### src/rtl/game_pkg.sv
// Shared types for the game-state stage: top-level FSM states and BCD score digits.
package game_pkg;

    typedef enum logic [2:0] {
        IDLE,
        PLAYING,
        FLASH,
        OVER,
        WON
    } game_state_e;

    typedef logic [3:0] bcd_digit_t;
    typedef bcd_digit_t [3:0] bcd_score_t;

    localparam bcd_score_t SCORE_MAX = 16'h9999;

endpackage

### src/rtl/bcd_score_adder.sv
// Combinational 4-digit BCD add of a single-digit constant, saturating at 9999.
module bcd_score_adder
    import game_pkg::*;
(
    input  logic [15:0] i_score,
    input  logic [3:0]  i_addend,
    output logic [15:0] o_sum,
    output logic        o_saturated
);

    bcd_score_t w_in;
    bcd_score_t w_out;
    logic [4:0] w_digit;
    logic       w_carry;

    assign w_in = i_score;

    always_comb begin
        w_out   = '0;
        w_carry = 1'b0;
        w_digit = '0;
        for (int unsigned d = 0; d < 4; d++) begin
            w_digit = {1'b0, w_in[d]} + {4'd0, w_carry} + ((d == 0) ? {1'b0, i_addend} : 5'd0);
            if (w_digit > 5'd9) begin
                w_out[d] = 4'(w_digit - 5'd10);
                w_carry  = 1'b1;
            end else begin
                w_out[d] = w_digit[3:0];
                w_carry  = 1'b0;
            end
        end
        // Carry out of the thousands digit means the true sum exceeds 9999.
        o_saturated = w_carry;
        o_sum       = w_carry ? SCORE_MAX : w_out;
    end

endmodule

### src/rtl/hit_score_manager.sv
// Game FSM, BCD score, lives, hit tally and player-flash timing downstream of the collision controller.
module hit_score_manager
    import game_pkg::*;
#(
    parameter int unsigned SCORE_PER_HIT = 1,
    parameter int unsigned START_LIVES   = 3,
    parameter int unsigned FLASH_FRAMES  = 30,
    parameter int unsigned WIN_HITS      = 55
) (
    input  logic        clk,
    input  logic        resetN,
    input  logic        startOfFrame,
    input  logic        startGame,
    input  logic        alienHitPulse,
    input  logic        playerHitPulse,
    output logic [15:0] score_bcd,
    output logic [1:0]  lives,
    output logic        playing,
    output logic        playerBlink,
    output logic        gameOver,
    output logic        gameWon
);

    game_state_e r_state;
    game_state_e w_state_next;
    bcd_score_t  r_score;
    bcd_score_t  w_score_next;
    logic [1:0]  r_lives;
    logic [1:0]  w_lives_next;
    logic [7:0]  r_hits;
    logic [7:0]  w_hits_next;
    logic [7:0]  w_hits_inc;
    logic [5:0]  r_flash;
    logic [5:0]  w_flash_next;
    logic        w_win;

    logic [15:0] w_add_sum;
    logic        w_add_sat;

    logic r_playing, r_blink, r_over, r_won;
    logic w_playing_d, w_blink_d, w_over_d, w_won_d;

    bcd_score_adder u_adder (
        .i_score     (r_score),
        .i_addend    (4'(SCORE_PER_HIT)),
        .o_sum       (w_add_sum),
        .o_saturated (w_add_sat)
    );

    assign w_hits_inc = r_hits + 8'd1;

    always_ff @(posedge clk or negedge resetN) begin
        if (!resetN) begin
            r_state   <= IDLE;
            r_score   <= '0;
            r_lives   <= '0;
            r_hits    <= '0;
            r_flash   <= '0;
            r_playing <= 1'b0;
            r_blink   <= 1'b0;
            r_over    <= 1'b0;
            r_won     <= 1'b0;
        end else begin
            r_state   <= w_state_next;
            r_score   <= w_score_next;
            r_lives   <= w_lives_next;
            r_hits    <= w_hits_next;
            r_flash   <= w_flash_next;
            r_playing <= w_playing_d;
            r_blink   <= w_blink_d;
            r_over    <= w_over_d;
            r_won     <= w_won_d;
        end
    end

    always_comb begin
        w_state_next = r_state;
        w_score_next = r_score;
        w_lives_next = r_lives;
        w_hits_next  = r_hits;
        w_flash_next = r_flash;
        w_win        = 1'b0;
        case (r_state)
            IDLE, OVER, WON: begin
                if (startGame) begin
                    w_state_next = PLAYING;
                    w_score_next = '0;
                    w_lives_next = 2'(START_LIVES);
                    w_hits_next  = '0;
                    w_flash_next = '0;
                end
            end
            PLAYING, FLASH: begin
                // Alien hit resolves first; a winning hit swallows any same-cycle player hit.
                if (alienHitPulse) begin
                    w_score_next = w_add_sat ? SCORE_MAX : w_add_sum;
                    w_hits_next  = w_hits_inc;
                    if (w_hits_inc == 8'(WIN_HITS)) begin
                        w_state_next = WON;
                        w_flash_next = '0;
                        w_win        = 1'b1;
                    end
                end
                if (!w_win) begin
                    if (r_state == PLAYING && playerHitPulse) begin
                        if (r_lives == 2'd1) begin
                            w_lives_next = '0;
                            w_state_next = OVER;
                        end else begin
                            w_lives_next = r_lives - 2'd1;
                            w_flash_next = 6'(FLASH_FRAMES);
                            w_state_next = FLASH;
                        end
                    end else if (r_state == FLASH && startOfFrame) begin
                        if (r_flash == 6'd1) begin
                            w_flash_next = '0;
                            w_state_next = PLAYING;
                        end else begin
                            w_flash_next = r_flash - 6'd1;
                        end
                    end
                end
            end
            default: w_state_next = IDLE;
        endcase
    end

    always_comb begin
        w_playing_d = (w_state_next == PLAYING) || (w_state_next == FLASH);
        w_blink_d   = (w_state_next == FLASH) && w_flash_next[2];
        w_over_d    = (w_state_next == OVER);
        w_won_d     = (w_state_next == WON);
    end

    assign score_bcd   = r_score;
    assign lives       = r_lives;
    assign playing     = r_playing;
    assign playerBlink = r_blink;
    assign gameOver    = r_over;
    assign gameWon     = r_won;

endmodule

### config.mk
export PLATFORM = sky130hd
export DESIGN_NAME = hit_score_manager
export DESIGN_NICKNAME = d
export VERILOG_FILES = /design/src/rtl/game_pkg.sv /design/src/rtl/bcd_score_adder.sv /design/src/rtl/hit_score_manager.sv
export SDC_FILE = /design/constraint.sdc
export NUM_CORES = 1
export LEC_CHECK = 0
export ABC_AREA = 1
export CAP_MARGIN = 25
export CORE_MARGIN = 3
export CORE_UTILIZATION = 43
export DETAILED_ROUTE_END_ITERATION = 8
export PLACE_DENSITY = 0.73
export REMOVE_ABC_BUFFERS = 1
export SLEW_MARGIN = 20
export SYNTH_ARGS = -nofsm -noshare
export SYNTH_HDL_FRONTEND = slang
export SYNTH_SLANG_ARGS = --single-unit
export TNS_END_PERCENT = 30
### constraint.sdc
create_clock -name clk -period 10.88 [get_ports clk]
set_input_delay 1.088 -clock clk [delete_from_list [all_inputs] [get_ports clk]]
set_output_delay 1.088 -clock clk [all_outputs]
set_load 0.005 [all_outputs]
==> results.ini, run 1 <==
[status]
status=finished, final reports clean

[grt]
grt-ovfl-total=0
grt.total_usage_pct=17.2
grt_max_degree=40
antenna_found_initial=0
grt_pass1_wl_um=9050
grt_pass1_vias=2083

[worst_setup_path]
arrival_ns=5.18
crit_fanout=7
crit_type=register to register
cp_common_cell=nand2_1
crit_cells=29
slowest_delay_ns=0.41
required_ns=11.08
cp-end-kind=register
cp_slowest_cell=dfrtp_1
cp_num_buf_inv=1
crit_path_start_kind=register
r2r_cells=29
critPathTopFamily=adder cells

[yosys]
synth_cells=332
synth_async_sr_flop_share_pct=100
syn_area_mm2=0.00246
synth-main-ff-cell=dfrtp_1
ys_seq_area_share_pct=39.7
synth_edf_count=0
synth_area_per_cell_um2=7.40
ys_seq_elements=39
synth_cell_types=27
yosys_warnings=0

[power_and_ir_drop]
peakVddDrop_mv=0.0919
p_per_area_mw_per_mm2=207
leakage_nw=1.46

[flow_run]
max_cap_viol_count=0

[timing]
skew_ns=0.00649
fin_crit_ns=4.98
finalCritPeriodShare_pct=45.7
drv_slew=0
setup_tns_ns=0
slew_headroom_pct=42.1
fmax_mhz=201
setup_viol=0
worstMarginPinSlew_ns=0.869
hold_viol=0
rsz0062_at_grt=no

[route]
wl_per_cell_um=11.8
ant_nets=0
drc=0
first_pass_iters=4
drt_iter0_markers=86
routed_wl_um=5120
vias=2164
via_per_inst=4.99

[layout]
layout_commonest_cell=nand2_1
drive_above_1_share_pct=6.59
mostFrequentLayoutCells=nand2_1 (88), inv_1 (49), dfrtp_1 (39)
fin_area_mm2=0.00289
final_nets=385
area_delta_synth_final_pct=17.5
num_antenna_cells=0

[floorplanning]
die_w_um=81.6
start_util_pct=46.3
ios=28
num_rows=26
coreArea_mm2=0.00530
die-area_mm2=0.00666
die_h_um=81.6

[cts]
htreeDepth=2
path_clk_slew_ns=0.07
cts_inserted_buffers=5
cts_setup_buffers=0
ctsResizeCount=0
clock-sinks=39
cts_tree=done
cts_hold_buf=0
cts_buffer_depth=2
worst_skew_pair.late_latency_ns=0.28
cts-root-buf=clkbuf_8

[place]
dpl.hpwl_um=3890
placed_area_mm2=0.00279
gp_congestion=0.879
portBuffers=27

[worst_hold_path]
whs_path_depth=2
min_path_type=register to register

synth_stat cells (2+ instances only):
library cell / count / share of area (%)
nand2_1: 88 / 13
inv_1: 49 / 7.5
dfrtp_1: 39 / 40
nand3_1: 27 / 5.5
nor2_1: 26 / 4.0
o21ai_0: 23 / 4.7
ha_1: 16 / 8.1
a21oi_1: 10 / 2.0
o21ai_1: 10 / 2.0
nand4_1: 6 / 1.5
xor2_1: 6 / 2.1
nor2_2: 4 / 1.0
o22ai_1: 4 / 1.0
xnor2_1: 4 / 1.4
inv_2: 3 / 0.46
nand2_2: 3 / 0.76
nand3_2: 2 / 0.81
nor3_1: 2 / 0.41
o21ai_2: 2 / 0.71
path summary, 6_finish.rpt:
path	start	endpoint	slack, ns
min	score_bcd[4]	score_bcd[4]	0.51
min in group asynchronous	resetN	score_bcd[0]	0.91
min reg2reg	score_bcd[4]	score_bcd[4]	0.51
max	score_bcd[0]	score_bcd[1]	5.90
max in group asynchronous	resetN	r_hits[0]	9.42
max reg2reg	score_bcd[0]	score_bcd[1]	5.90
registers in the layout, summed over array words and instances, names as in the netlist:
name,cells
gameOver,1
lives,2
playing,1
gameWon,1
r_hits,8
r_state,3
score_bcd,16
playerBlink,1
r_flash,6
power by group:
group / internal [W] / switching, W / leakage [nW]
sequential: 0.000176 / 0.0000266 / 0.525
clock: 0.0000579 / 0.0000490 / 0.0515
combinational: 0.000101 / 0.000188 / 0.888
total: 0.000334 / 0.000264 / 1.46
layer usage:
layer  vias to the layer above  track usage [%]  share of wire (%)
met5                         -                0                  0
met4                         0             6.31                1.3
met3                         7             2.63                3.1
met2                        39             27.8                 47
met1                       986             23.2                 48
li1                       1132                -                  -
cell families (layout without fill, tap and decap cells):
logic type,after synthesis,in the layout,synth area share [%]
xor+xnor,10,10,3.56
flops,39,39,39.7
simple gates,159,159,27.9
buf+inv,55,87,8.91
fa+ha+maj,16,16,8.15
compound gates,53,53,11.8
worst register-to-register path, delay by kind of cell (launching register included):
family / cells / cell delay [ns]
and+or+nand+nor: 10 / 1.10
xor gates and xnor gates: 4 / 0.92
DFF: 1 / 0.41
adders and majority gates: 8 / 1.72
AOI/OAI and AO/OA: 6 / 0.64
buffers and inverters: 1 / 0.10
area by class of cell:
cell class	instances	area (um^2)
fill	495	2420
multi-input combinational	238	1260
sequential	39	976
timing repair buffer	27	265
inverter	52	195
clock buffer	8	100
tap	70	87.6
per-stage QoR:
step	worst slack, ns	utilization [%]	hold WS (ns)	instances	total power, W
floorplan	6.51	-	0.493	329	0.000404
detailed placement	5.96	52.5	0.504	426	0.000496
global route	5.43	54.4	0.571	434	0.000663
CTS	5.93	54.4	0.524	434	0.000606
global placement	6.24	52.5	0.501	426	0.000487
finish	5.90	54.4	0.514	434	0.000598
Note: power is estimated with default switching activity, not from simulation.
==> inputs of run 2 (changes only) <==
- clock period: 10.88 -> 5.1 ns (I/O delays scaled with it)
==> results.ini, run 2 (synthesized netlist as in run 1, its figures left out) <==
[timing]
fmax_mhz=208  ; was 201 MHz
slew_headroom_pct=42.0  ; was 42.1%
worstMarginPinSlew_ns=0.871  ; was 0.869 ns
drv_slew=0  ; unchanged
setup_viol=0  ; unchanged
fin_crit_ns=4.81  ; was 4.98 ns
skew_ns=0.00760  ; was 0.00649 ns
finalCritPeriodShare_pct=94.3  ; was 45.7%
timing.final.ws_setup_ns=0.289  ; was 5.90 ns
hold_viol=0  ; unchanged

[worst_hold_path]
min_path_type=input port to asynchronous set/reset pin  ; was register to register

[grt]
grt-ovfl-total=0  ; unchanged
grt_pass1_wl_um=8980  ; was 9050 um
grt_max_degree=40  ; unchanged
antenna_found_initial=0  ; unchanged
grt.total_usage_pct=17.3  ; was 17.2%
grt_pass1_vias=1978  ; was 2083

[floorplanning]
die_h_um=81.6  ; unchanged
die-area_mm2=0.00666  ; unchanged
start_util_pct=46.3  ; unchanged
die_w_um=81.6  ; unchanged
coreArea_mm2=0.00530  ; unchanged
num_rows=26  ; unchanged
ios=28  ; unchanged

[cts]
clock-sinks=39  ; unchanged
cts_buffer_depth=2  ; unchanged
cts-root-buf=clkbuf_8  ; unchanged
cts_hold_buf=0  ; unchanged
path_clk_slew_ns=0.08  ; was 0.07 ns
htreeDepth=2  ; unchanged
cts_inserted_buffers=5  ; unchanged
cts_tree=done  ; unchanged
worst_skew_pair.late_latency_ns=0.29  ; was 0.28 ns

[layout]
fillers=477  ; was 495
area_delta_synth_final_pct=19.5  ; was 17.5%
num_antenna_cells=0  ; unchanged
layout_commonest_cell=nand2_1  ; unchanged
postLayoutCoreUtil_pct=55.4  ; was 54.4%
drive_above_1_share_pct=8.97  ; was 6.59%
finalNonFillerCells=438  ; was 434
final_nets=390  ; was 385
largest_reg_flops=16  ; unchanged
mostFrequentLayoutCells=nand2_1 (87), inv_1 (49), dfrtp_1 (39)  ; was nand2_1 (88), inv_1 (49), dfrtp_1 (39)

[worst_setup_path]
required_ns=5.31  ; was 11.08 ns
cp_slowest_cell=dfrtp_1  ; unchanged
arrival_ns=5.02  ; was 5.18 ns
r2r-start=score_bcd[0]  ; unchanged
cp-end-kind=register  ; unchanged
crit_type=register to register  ; unchanged
crit_start=score_bcd[0]  ; unchanged
crit_fanout=7  ; unchanged
crit_path_start_kind=register  ; unchanged
slowest_delay_ns=0.42  ; was 0.41 ns

[route]
wl_per_cell_um=11.7  ; was 11.8 um
vias=2158  ; was 2164
first_pass_iters=5  ; was 4
drt_iter0_markers=86  ; unchanged
routed_wl_um=5130  ; was 5120 um
via_per_inst=4.93  ; was 4.99
ant_nets=0  ; unchanged
drc=0  ; unchanged

[power_and_ir_drop]
power_w=0.00127  ; was 0.000598 W
p_per_area_mw_per_mm2=431  ; was 207 mW/mm^2
leakage_nw=1.48  ; was 1.46 nW
peakVddDrop_mv=0.186  ; was 0.0919 mV

[place]
gp_congestion=0.879  ; about the same
dpl.hpwl_um=3860  ; was 3890 um
place_ws_ns=0.172  ; was 5.96 ns
place_inst=426  ; unchanged
portBuffers=27  ; unchanged

[flow_run]
max_cap_viol_count=0  ; unchanged

[status]
status=finished, final reports clean  ; unchanged

## run 2: final cells by class
type | count | area [um^2] | area share (%)
clock buffers | 6 | 82.6 | 2.81
inverters | 52 | 195 | 6.65
clock inverters | 1 | 5.00 | 0.170
flip-flops and latches | 39 | 976 | 33.2
repair buffers | 32 | 303 | 10.3
multi-input cells | 238 | 1290 | 43.8
well taps | 70 | 87.6 | 2.98
## run 2: path summary, 6_finish.rpt
path / slack, ns / depth (start not counted) / endpoint
worst max-delay path: 0.29 / 29 / score_bcd[1]
min in group clk: 0.52 / 2 / score_bcd[4]
worst max register to register: 0.29 / 29 / score_bcd[1]
max in group asynchronous: 4.22 / 1 / playing
worst min register to register: 0.52 / 2 / score_bcd[4]
worst min-delay path: 0.33 / 1 / score_bcd[8]
## run 2: through the flow
stage / hold slack, ns / TNS [ns] / cell area [um^2]
2_1_floorplan: 0.214 / 0 / 2430
3_3_place_gp: 0.501 / 0 / 2790
4_1_cts: 0.362 / 0 / 2870
5_1_grt: 0.399 / -0.0653 / 2940
3_5_place_dp: 0.504 / 0 / 2790
6_report: 0.331 / 0 / 2940
## run 2: report_power, final
group          internal (W)  switching (W)
Combinational      0.000217       0.000401
Clock              0.000106       0.000109
Sequential         0.000375      0.0000581
## run 2: what timing repair did
action                                  in CTS  in global routing
gates resized for setup                      0                  4
buffers inserted                             0                  5
endpoints found under the setup margin       0                 15
## run 2: layer usage
layer,track usage (%),wire length [um],share of wire (%)
met5,0,0,0
met3,3.29,149,2.9
met2,26.9,2370,46
met4,4.98,70,1.4
met1,24.7,2550,50
## run 2: critical path: cells and delay by family (launching register included)
kind            cells  cell delay (ns)
flops               1             0.42
fa+ha+maj           8             1.79
xor+xnor            4             0.78
buf+inv             1             0.08
compound gates      6             0.65
simple gates       10             0.98
==> inputs of run 3 (changes only) <==
- ABC_AREA: 1 -> default
- CAP_MARGIN: 25 -> default
- PLACE_DENSITY: 0.73 -> 0.72
==> results.ini, run 3 <==
[power_and_ir_drop]
power_w=0.00139  ; was 0.00127 W
p_per_area_mw_per_mm2=425  ; was 431 mW/mm^2
peakVddDrop_mv=0.210  ; was 0.186 mV
leakage_nw=1.32  ; was 1.48 nW

[route]
via_per_inst=5.77  ; was 4.93
vias=2353  ; was 2158
wl_per_cell_um=15.0  ; was 11.7 um
ant_nets=0  ; unchanged
first_pass_iters=4  ; was 5
drt_iter0_markers=149  ; was 86
routed_wl_um=6100  ; was 5130 um
drc=0  ; unchanged

[yosys]
yosys_warnings=0  ; unchanged
synth_edf_count=0  ; unchanged
synth_async_sr_flop_share_pct=100  ; unchanged
synth_most_common_cell=dfrtp_1  ; was nand2_1
synth-main-ff-cell=dfrtp_1  ; unchanged
synth_top_area_cell=dfrtp_1  ; unchanged
synth_common_cells=dfrtp_1 (39), o21ai_0 (33), nand2_1 (30)  ; was nand2_1 (88), inv_1 (49), dfrtp_1 (39)
ys_seq_area_share_pct=37.0  ; was 39.7%
yosysTopAreaCellShare_pct=37.0  ; was 39.7%
synth_area_per_cell_um2=8.90  ; was 7.40 um^2
ys_seq_elements=39  ; unchanged
synth_area_leaders=dfrtp_1 (37%), ha_1 (7.6%), o21ai_0 (6.3%)  ; was dfrtp_1 (40%), nand2_1 (13%), ha_1 (8.1%)
syn_area_mm2=0.00264  ; was 0.00246 mm^2
synth_cell_types=58  ; was 27
synth_cells=296  ; was 332

[floorplanning]
ios=28  ; unchanged
coreArea_mm2=0.00571  ; was 0.00530 mm^2
die-area_mm2=0.00710  ; was 0.00666 mm^2
die_w_um=84.3  ; was 81.6 um
num_rows=27  ; was 26
die_h_um=84.3  ; was 81.6 um
start_util_pct=46.2  ; was 46.3%

[layout]
final_nets=357  ; was 390
drive_above_1_share_pct=15.8  ; was 8.97%
largest_reg_flops=16  ; unchanged
area_delta_synth_final_pct=24.0  ; was 19.5%
layout_commonest_cell=dfrtp_1  ; was nand2_1
multiInputGateArea_mm2=0.00165  ; was 0.00129 mm^2
regArea_um2=978  ; was 976 um^2
fin_area_mm2=0.00327  ; was 0.00294 mm^2
fillers=496  ; was 477
num_antenna_cells=0  ; unchanged
mostFrequentLayoutCells=dfrtp_1 (37), o21ai_0 (31), nand2_1 (30)  ; was nand2_1 (87), inv_1 (49), dfrtp_1 (39)

[cts]
htreeDepth=2  ; unchanged
path_clk_slew_ns=0.08  ; about the same
cts_inserted_buffers=5  ; unchanged
cts_buffer_depth=2  ; unchanged
cts-root-buf=clkbuf_8  ; unchanged
clock-sinks=39  ; unchanged
worst_skew_pair.late_latency_ns=0.29  ; about the same
cts_hold_buf=0  ; unchanged
cts_tree=done  ; unchanged

[place]
gp_congestion=0.864  ; was 0.879
portBuffers=27  ; unchanged
dpl.hpwl_um=4160  ; was 3860 um
placed_area_mm2=0.00302  ; was 0.00279 mm^2
place_ws_ns=-0.110  ; was 0.172 ns

[worst_setup_path]
r2r_cells=23  ; was 29
cp-end-kind=register  ; unchanged
required_ns=5.34  ; was 5.31 ns
crit_chain=inv_1 > ha_4 > buf_6 > nand2b_1 > a211o_1 > o311ai_2 > ha_2 > ha_4 > o21ai_1 > or2_1 > a2bb2oi_2 > ha_2 > ha_4 > o21ai_0 > or2_1 > a2bb2oi_2 > ha_2 > ha_1 > or2_2 > a21oi_2 > o211ai_1 > nor4b_2 > a221o_1
arrival_ns=5.15  ; was 5.02 ns
crit_fanout=5  ; was 7
crit_type=register to register  ; unchanged
cp_slowest_cell=dfrtp_2  ; was dfrtp_1
critPathTopFamily=adder cells  ; unchanged
slowest_delay_ns=0.41  ; was 0.42 ns
crit_cells=23  ; was 29
cp_num_buf_inv=2  ; was 1
crit_path_start_kind=register  ; unchanged

[status]
status=finished, final reports clean  ; unchanged

[grt]
grt_pass1_wl_um=10500  ; was 8980 um
grt-ovfl-total=0  ; unchanged
grt_pass1_vias=2205  ; was 1978
antenna_found_initial=0  ; unchanged
grt_max_degree=40  ; unchanged
grt.total_usage_pct=17.7  ; was 17.3%

[timing]
fin_crit_ns=4.91  ; was 4.81 ns
hold_viol=0  ; unchanged
fmax_mhz=204  ; was 208 MHz
skew_ns=0.00560  ; was 0.00760 ns
slew_headroom_pct=37.4  ; was 42.0%
setup_tns_ns=0  ; unchanged
worstMarginPinSlew_ns=0.935  ; was 0.871 ns
finalCritPeriodShare_pct=96.3  ; was 94.3%
setup_viol=0  ; unchanged
timing.final.ws_setup_ns=0.188  ; was 0.289 ns
drv_slew=0  ; unchanged

[flow_run]
max_cap_viol_count=0  ; unchanged

[worst_hold_path]
min_path_type=input port to asynchronous set/reset pin  ; unchanged

==> run 3: logic make-up after synthesis <==
family / Yosys count / share of synthesized area, %
compound gates: 88 / 21.8
xor+xnor: 11 / 3.66
fa+ha+maj: 16 / 7.60
buf+inv: 23 / 3.66
flops: 39 / 37.0
mux: 6 / 2.37
simple gates: 113 / 23.9
==> run 3: report_power, final <==
part / internal, W / leakage [nW] / total (W) / switching (W)
clock network: 0.000146 / 0.0581 / 0.000263 / 0.000117
registers: 0.000372 / 0.517 / 0.000453 / 0.0000810
logic: 0.000279 / 0.746 / 0.000674 / 0.000395
==> run 3: layout make-up <==
type                    instances  area share (%)
flip-flops and latches         39            29.9
repair buffers                 43            11.9
well taps                      72            2.76
clock buffers                   5            2.11
multi-input cells             234            50.6
inverters                      12            1.38
clock inverters                 3            1.34
==> run 3: worst reg2reg max path, cell delays in order (launching register included) <==
cell,delay [ns]
dfrtp_2,0.41
inv_1,0.11
ha_4,0.28
buf_6,0.11
nand2b_1,0.07
a211o_1,0.30
o311ai_2,0.08
ha_2,0.27
ha_4,0.22
o21ai_1,0.13
or2_1,0.13
a2bb2oi_2,0.07
ha_2,0.21
ha_4,0.27
o21ai_0,0.07
or2_1,0.22
a2bb2oi_2,0.17
ha_2,0.22
ha_1,0.25
or2_2,0.29
a21oi_2,0.16
o211ai_1,0.28
nor4b_2,0.39
a221o_1,0.14
==> run 3: stage by stage <==
| step | std cells | hold slack [ns] | util [%] |
|---|---|---|---|
| floorplan | 285 | 0.214 | - |
| global placement | 394 | 0.482 | 52.9 |
| detailed placement | 394 | 0.482 | 52.9 |
| CTS | 403 | 0.370 | 55.4 |
| global route | 408 | 0.406 | 57.2 |
| finish | 408 | 0.315 | 57.2 |
==> run 3: routing by layer <==
metal,part of all wire (%),track usage [%],vias up
met4,1.6,5.99,0
met3,4.5,3.43,9
met5,0,0,-
li1,-,-,1158
met1,48,24.4,1126
met2,45,27.9,60
==> run 3: worst paths after layout <==
kind,from,end,slack (ns)
max,score_bcd[0],score_bcd[2],0.19
min,resetN,playing,0.32
max reg2reg,score_bcd[0],score_bcd[2],0.19
min reg2reg,r_hits[7],r_hits[7],0.50
max in group asynchronous,resetN,score_bcd[1],4.16
min in group clk,r_hits[7],r_hits[7],0.50
==> run 3: repair_timing <==
| item | 4_1_cts | 5_1_grt |
|---|---|---|
| endpoints found under the setup margin | 4 | 15 |
| gates cloned | 0 | 0 |
| buffers inserted | 1 | 5 |
| resized for setup | 7 | 15 |
| hold endpoints to repair | 0 | 0 |
| pin swaps | 3 | 10 |
